### src/rtl/wave_pwm_dac.sv
// -----------------------------------------------------------------------------
// wave_pwm_dac
//
// Turns an 8-bit waveform sample into a PWM bit stream. A two-stage pipeline
// applies a Q1.7 gain and a signed DC offset, then saturates to 0..255. A
// frame engine plays one saturated value per 256-step PWM frame, where each
// step lasts PRESCALE clocks. The played duty only changes at a frame
// boundary, so the output never carries a partially updated frame.
//
// Parameters
//   PRESCALE     clk cycles per PWM count step (1..65535)
//
// Ports
//   clk          rising-edge clock
//   rst_n        asynchronous active-low reset
//   enable       1 = run PWM, 0 = idle (output low, duty/clip held)
//   sample_in    unsigned waveform sample
//   gain         unsigned gain, Q1.7 (128 = 1.0)
//   offset       signed DC offset in LSBs
//   pwm_out      PWM output bit
//   frame_start  one-clk pulse on the first clock of every frame
//   duty_out     duty value played in the current frame
//   clip         current frame's duty was saturated
// -----------------------------------------------------------------------------
module wave_pwm_dac #(
  parameter int unsigned PRESCALE = 1
) (
  input  logic       clk,
  input  logic       rst_n,
  input  logic       enable,
  input  logic [7:0] sample_in,
  input  logic [7:0] gain,
  input  logic [7:0] offset,
  output logic       pwm_out,
  output logic       frame_start,
  output logic [7:0] duty_out,
  output logic       clip
);

  typedef enum logic {
    IDLE = 1'b0,
    RUN  = 1'b1
  } state_e;

  localparam logic [15:0] PRE_LAST = 16'(PRESCALE - 1);

  // ---------------------------------------------------------------------------
  // Stage 1: gain multiply and Q1.7 rescale. The offset travels with the
  // sample so both reach stage 2 from the same input clock.
  // ---------------------------------------------------------------------------
  logic [15:0] prod_d;
  logic [8:0]  scaled_d;
  logic [8:0]  scaled_q;
  logic [7:0]  offset_q;

  assign prod_d   = sample_in * gain;
  assign scaled_d = 9'(prod_d >> 7);

  // NOTE: pipeline registers are reset along with the control state so the
  // first frame after reset plays a well-defined duty of 0.
  always_ff @(posedge clk or negedge rst_n) begin
    if (!rst_n) begin
      scaled_q <= '0;
      offset_q <= '0;
    end else begin
      // NOTE: sequential state is always assigned with <= so every register
      // samples the pre-edge values of the others.
      scaled_q <= scaled_d;
      offset_q <= offset;
    end
  end

  // ---------------------------------------------------------------------------
  // Stage 2: add signed offset and saturate to the 8-bit duty range.
  // ---------------------------------------------------------------------------
  logic signed [10:0] sum_d;
  logic [7:0]         cand_d;
  logic               cand_clip_d;
  logic [7:0]         cand_q;
  logic               cand_clip_q;

  assign sum_d = $signed({2'b00, scaled_q}) + $signed({{3{offset_q[7]}}, offset_q});

  always_comb begin
    // NOTE: defaults first so every path assigns every output; no latches.
    cand_d      = sum_d[7:0];
    cand_clip_d = 1'b0;
    if (sum_d < 11'sd0) begin
      cand_d      = 8'h00;
      cand_clip_d = 1'b1;
    end else if (sum_d > 11'sd255) begin
      cand_d      = 8'hFF;
      cand_clip_d = 1'b1;
    end
  end

  always_ff @(posedge clk or negedge rst_n) begin
    if (!rst_n) begin
      cand_q      <= '0;
      cand_clip_q <= 1'b0;
    end else begin
      cand_q      <= cand_d;
      cand_clip_q <= cand_clip_d;
    end
  end

  // ---------------------------------------------------------------------------
  // Frame engine: IDLE/RUN FSM with prescaler and 8-bit PWM counter.
  // ---------------------------------------------------------------------------
  state_e      state_q;
  logic [15:0] pre_cnt_q;
  logic [7:0]  pwm_cnt_q;
  logic [7:0]  duty_q;
  logic        clip_q;
  logic        frame_start_q;
  logic        tick;

  assign tick = (pre_cnt_q == PRE_LAST);

  always_ff @(posedge clk or negedge rst_n) begin
    if (!rst_n) begin
      state_q       <= IDLE;
      pre_cnt_q     <= '0;
      pwm_cnt_q     <= '0;
      duty_q        <= '0;
      clip_q        <= 1'b0;
      frame_start_q <= 1'b0;
    end else begin
      frame_start_q <= 1'b0;
      case (state_q)
        IDLE: begin
          pre_cnt_q <= '0;
          pwm_cnt_q <= '0;
          if (enable) begin
            // Fresh frame: counters already at 0, latch the new duty.
            state_q       <= RUN;
            duty_q        <= cand_q;
            clip_q        <= cand_clip_q;
            frame_start_q <= 1'b1;
          end
        end
        RUN: begin
          if (!enable) begin
            // Dropping enable discards the partial frame entirely.
            state_q   <= IDLE;
            pre_cnt_q <= '0;
            pwm_cnt_q <= '0;
          end else if (tick) begin
            pre_cnt_q <= '0;
            pwm_cnt_q <= pwm_cnt_q + 8'd1;
            if (pwm_cnt_q == 8'hFF) begin
              duty_q        <= cand_q;
              clip_q        <= cand_clip_q;
              frame_start_q <= 1'b1;
            end
          end else begin
            pre_cnt_q <= pre_cnt_q + 16'd1;
          end
        end
      endcase
    end
  end

  // Decoded purely from registers; goes low immediately on reset or IDLE.
  assign pwm_out     = (state_q == RUN) && (pwm_cnt_q < duty_q);
  assign frame_start = frame_start_q;
  assign duty_out    = duty_q;
  assign clip        = clip_q;

endmodule

### config.mk
export PLATFORM = sky130hd
export DESIGN_NAME = wave_pwm_dac
export DESIGN_NICKNAME = d
export VERILOG_FILES = /design/src/rtl/wave_pwm_dac.sv
export SDC_FILE = /design/constraint.sdc
export NUM_CORES = 1
export LEC_CHECK = 0
export ABC_AREA = 1
export ABC_CLOCK_PERIOD_IN_PS = 2900
export BUFFER_PORTS_ARGS = -buffer_cell sky130_fd_sc_hd__buf_2
export CAP_MARGIN = 20
export CORE_AREA = 2 2 129 131
export CTS_BUF_LIST = sky130_fd_sc_hd__clkbuf_16
export DETAILED_ROUTE_END_ITERATION = 6
export DIE_AREA = 0 0 131 133
export RECOVER_POWER = 50
export SYNTH_ARGS = -nofsm -noshare
export SYNTH_HDL_FRONTEND = slang
export SYNTH_SLANG_ARGS = --single-unit
### constraint.sdc
create_clock -name clk -period 2.9 [get_ports clk]
set_input_delay 0.29 -clock clk [delete_from_list [all_inputs] [get_ports clk]]
set_output_delay 0.29 -clock clk [all_outputs]
set_load 0.01 [all_outputs]
# [Yosys cells after proc, flatten, opt, wreduce, memory -nomap -nowiden]
# Index checks and enable logic that the tools add are counted.
[classes] n_addsub=3 mul=1 n_lt_le_gt_ge=3 n_eq_ne=6 muxes=25 n_bitwise=1 reduce_logical=3
[op_table] operator="8-bit two-way mux" n=8
[op_table] operator="16-bit two-way mux" n=2
[op_table] operator="16-bit one-hot mux with 2 select lines" n=1
[op_table] operator="8-bit one-hot mux with 2 select lines" n=2
[op_table] operator="16-bit by 1-bit adder with 16-bit output, second input constant" n=1
[op_table] operator="16-bit logical NOT" n=1
[op_table] operator="8-bit by 8-bit multiplier with 16-bit output" n=1
[op_table] operator="10-bit by 8-bit adder with 11-bit output" n=1
[op_table] operator="11-bit by 9-bit > comparator with 1-bit output, second input constant" n=1
[op_table] operator="11-bit by 1-bit < comparator with 1-bit output, second input constant" n=1
[op_table] operator="1-bit two-way mux" n=10
[op_table] operator="8-bit by 1-bit adder with 8-bit output, second input constant" n=1
[op_table] operator="8-bit == test, second input constant" n=1
[op_table] operator="8-bit < comparator" n=1
[op_table] operator="2-bit by 1-bit != test with 1-bit output, second input constant" n=2
[op_table] operator="2-bit != test, second input constant" n=2
[op_table] operator="1-bit one-hot mux with 2 select lines" n=2
[op_table] operator="4-bit AND reduction" n=1
[op_table] operator="3-bit by 2-bit != test with 1-bit output, second input constant" n=1
[op_table] operator="1-bit logical AND" n=1
[op_table] operator="1-bit NOT" n=1
[word_totals] reg_bits=61 inputBits=27 elab_cells=52

# [Depth between registers and ports, before layout]
[logic_depth] ltp_word=5 depth_mapped=20

# [Worst setup path after synthesis]
# Ideal clock, no wire load.
[synth_path] path_kind="input-to-reg" startpoint="input gain[7]" endpoint="register scaled_q[5]" arrival_ps=3841 required_ps=2821 path_slack_ps=-1020 cell_stages=16 path_buffers=1 cell_sequence="clkbuf_1 -> nand2_1 -> fa_1 -> fa_1 -> inv_1 -> fa_1 -> inv_1 -> fa_1 -> inv_1 -> ha_1 -> a21oi_1 -> inv_1 -> o21ai_0 -> nand2_1 -> nor2_1 -> xor2_1"
[synth_between] elab_chain_len=1
[synth_rtl] item="from (decl)" line="32" rtl="input logic [7:0] gain,"
[synth_rtl] item="8-bit by 8-bit multiplier with 16-bit output" line="56" rtl="assign prod_d = sample_in * gain;"
[synth_rtl] item="via prod_d[12]" line="51" rtl="logic [15:0] prod_d;"
[synth_rtl] item="to (signal assigned)" line="68" rtl="scaled_q <= scaled_d;"
[synth_rtl] item="to (decl)" line="53" rtl="logic [8:0] scaled_q;"
# The timed path passes the listed nets, and every way through them passes these cells.
# A chain may end at the register's enable or synchronous reset.

# [Final worst setup path]
[layout_path] startpoint="input sample_in[1]" endpoint="register scaled_q[6]"
[layout_between] elab_chain_len=1
[layout_rtl] item="from (decl)" line="31" rtl="input logic [7:0] sample_in,"
[layout_rtl] item="8-bit by 8-bit multiplier with 16-bit output" line="56"
[layout_rtl] item="via prod_d[13]" line="51"
# The timed path passes the listed nets, and every way through them passes these cells.

==> run summary <==
setup violators final = 9
synthesis-to-layout area growth = 26.95%
critical path type = input pin to flip-flop
crit share post-route = 113.4%
Area after DPL = 6387 um^2
total power = 5.028 mW
CP arrival = 3500 ps
clock skew = 5.332 ps
P_leak = 3.912 nW
total grt overflow = 0
pin count of the biggest net entering global routing = 62
pwr/cell area = 717.4 nW/um^2
Post-Syn Area = 5520 um^2
Post-Synthesis Cells = 743
Vias/cell = 4.505
first-pass GRT wire length = 20.79 mm
Worst Setup End Kind = flip-flop
Pre-antenna DRT Iters = 4
Post-synth ARST share = 100.0%
ANT cells = 0
most frequent cells in the layout = 171 x nand2_1, 160 x inv_1, 61 x dfrtp_1, 44 x nor2_1, 43 x nand3_1
CTS clock-pin slew for the worst setup and hold paths = 50 ps
initial antenna violation count = 0
leading cell type in the layout, fill and taps excluded = nand2_1
max frequency = 0.3041 GHz
Final Non-Filler Cells = 1047
worst reg2reg endpoint = cand_q[7]
DP Wirelength = 9.237 mm
Num CTS Buffers = 9
Worst slew margin = -0.05960%
final net count = 940
die height = 133 um
max cap viols = 1
Post-Syn Nets = 859
top cell type's share of synthesized area = 27.65%
min-delay worst type = input pin to flip-flop
Initial Util = 34.14%
Vias = 4717
Initial DRC Count = 206
CTS tree = built
Post-synth EDFFs = 0
Seq/Total Area, Yosys = 27.65%
row count = 47
vias in the first global route = 4744
cell taking the most area after synthesis = dfrtp_1
die area = 17420 um^2
Worst Setup SP = sample_in[1]
CTS sink count = 61
synth top area cells = dfrtp_1 28%, nand2_1 13%, fa_1 13%
max-slew violation count = 54
post-route setup slack = -388.1 ps
Core Box Area = 16170 um^2
worst hold stages = 1
Slew @ Worst Pin = 1501 ps
post-route cell area = 7008 um^2
WL final = 11.78 mm
hold path startpoint = offset[7]
Startpoint Class = input pin
failing checks = capacitance limit, slew limit, setup timing
Cell variety after synth = 36
layout cells sized above 1 = 22.25%
Worst R2R Path Depth = 13
Worst R2R Start = scaled_q[0]
Cell Count Post-Placement = 1028
Longest Clk Path Bufs = 2
WL per Instance = 11.25 um
Root Buffer = clkbuf_16
RSZ-0062 raised after global routing = true
clk_lat worst skew = 330 ps
CP required = 3110 ps
Placer Congestion = 0.8722
r2r setup slk = 900 ps
setup_tns = -2582 ps
CTS HTree Levels = 3
WHS Endpoint = offset_q[7]
hold slack final = 64.68 ps
DRC Markers = 0
syn_area_per_cell = 7.430 um^2
Seq cells post-synth = 61
critical-path maximum fanout = 5
aggregate global-route resource usage = 14.80%
Buffers on Ports = 37
I/O pins = 38
Final Hold Fails = 0
status = finished, violations left
hold buffer count at CTS = 0
Final ANT Viol Nets = 0
maximum vdd drop = 0.3626 mV
width of the chip = 131 um
Post-synth top flop = dfrtp_1
Synthesis Warnings = 0
min Tclk post-route = 3288 ps
==> worst max-delay path: stages <==
cell and delay (ps):
buf_2 150, nand2_2 80, fa_1 470, fa_1 510
inv_1 50, fa_1 480, inv_1 50, fa_1 490
inv_2 40, ha_4 290, nand2_2 100, o21ai_1 130
inv_1 70, o21a_1 200, nand3_1 70, nand2_1 50
==> synthesized netlist by cell type (2+ instances only) <==
library cell  instances
nand2_1             195
clkbuf_1             13
o21ai_0              12
fa_1                 36
nand3_1              47
o21bai_1              5
inv_1               172
ha_1                 53
nor2_1               46
nand2_4               2
dfrtp_1              61
nor3b_1               4
a21o_1                2
o21ai_2               4
nand3b_1              3
nand2_2               4
a21oi_1              23
nor3_1               13
xor2_1                6
nand4_1              22
o21a_1                2
xnor2_1               4
==> worst max path at each step <==
stage          slack, ps  cells past startpoint     endpoint
2_1_floorplan       -660                     16  scaled_q[5]
3_3_place_gp        -820                     16  scaled_q[5]
3_5_place_dp        -860                     16  scaled_q[5]
4_1_cts             -390                     16  scaled_q[5]
5_1_grt             -600                     16  scaled_q[5]
6_report            -390                     16  scaled_q[6]
==> power breakdown <==
group / internal, mW / switching, mW
Sequential: 1.04 / 0.0916
Clock: 0.642 / 0.347
Combinational: 1.33 / 1.58
Total: 3.01 / 2.02
==> cell families after synthesis <==
| family | after synthesis | synth area share, % |
|---|---|---|
| xor+xnor | 10 | 1.587 |
| flops | 61 | 27.65 |
| compound gates | 50 | 5.236 |
| simple gates | 343 | 27.20 |
| fa+ha+maj | 89 | 25.07 |
| buf+inv | 190 | 13.26 |
==> stage by stage <==
stage                     utilization, %  worst slack (ps)
final                              43.33            -388.1
after global routing               43.33            -598.0
after CTS                          42.64            -387.4
after detailed placement           39.50            -855.2
after global placement             39.50            -819.8
after floorplan                        -            -659.8
==> per-layer routing <==
metal	routed length, um	part of all wire, %	global-route usage, %	vias up
li1	-	-	-	2447
met1	5461	46	18.65	2209
met2	5801	49	25.56	46
met3	333	2.8	2.952	15
met4	181	1.5	4.078	0
met5	0	0	0	-
==> state kept, by name, summed over array words and instances (netlist names) <==
| register | cells |
|---|---|
| pre_cnt_q | 16 |
| scaled_q | 9 |
| cand_q | 8 |
| duty_out | 8 |
| offset_q | 8 |
| pwm_cnt_q | 8 |
| cand_clip_q | 1 |
| clip | 1 |
| frame_start | 1 |
| state_q | 1 |
==> area by class of cell <==
cell class              instances  area [um^2]
clock buffers                   9        225.2
clock inverters                 5        46.29
fillers                      1632         9164
inverters                     173        651.9
multi-input cells             492         3606
flip-flops and latches         61         1526
well taps                     220        275.3
repair buffers                 87        676.9
==> what timing repair did <==
action                                  4_1_cts  5_1_grt
buffers inserted                              4        1
gates resized for setup                      60       29
endpoints found under the setup margin        9        9
pin swaps                                    20       15
(Power assumes the default switching activity.)
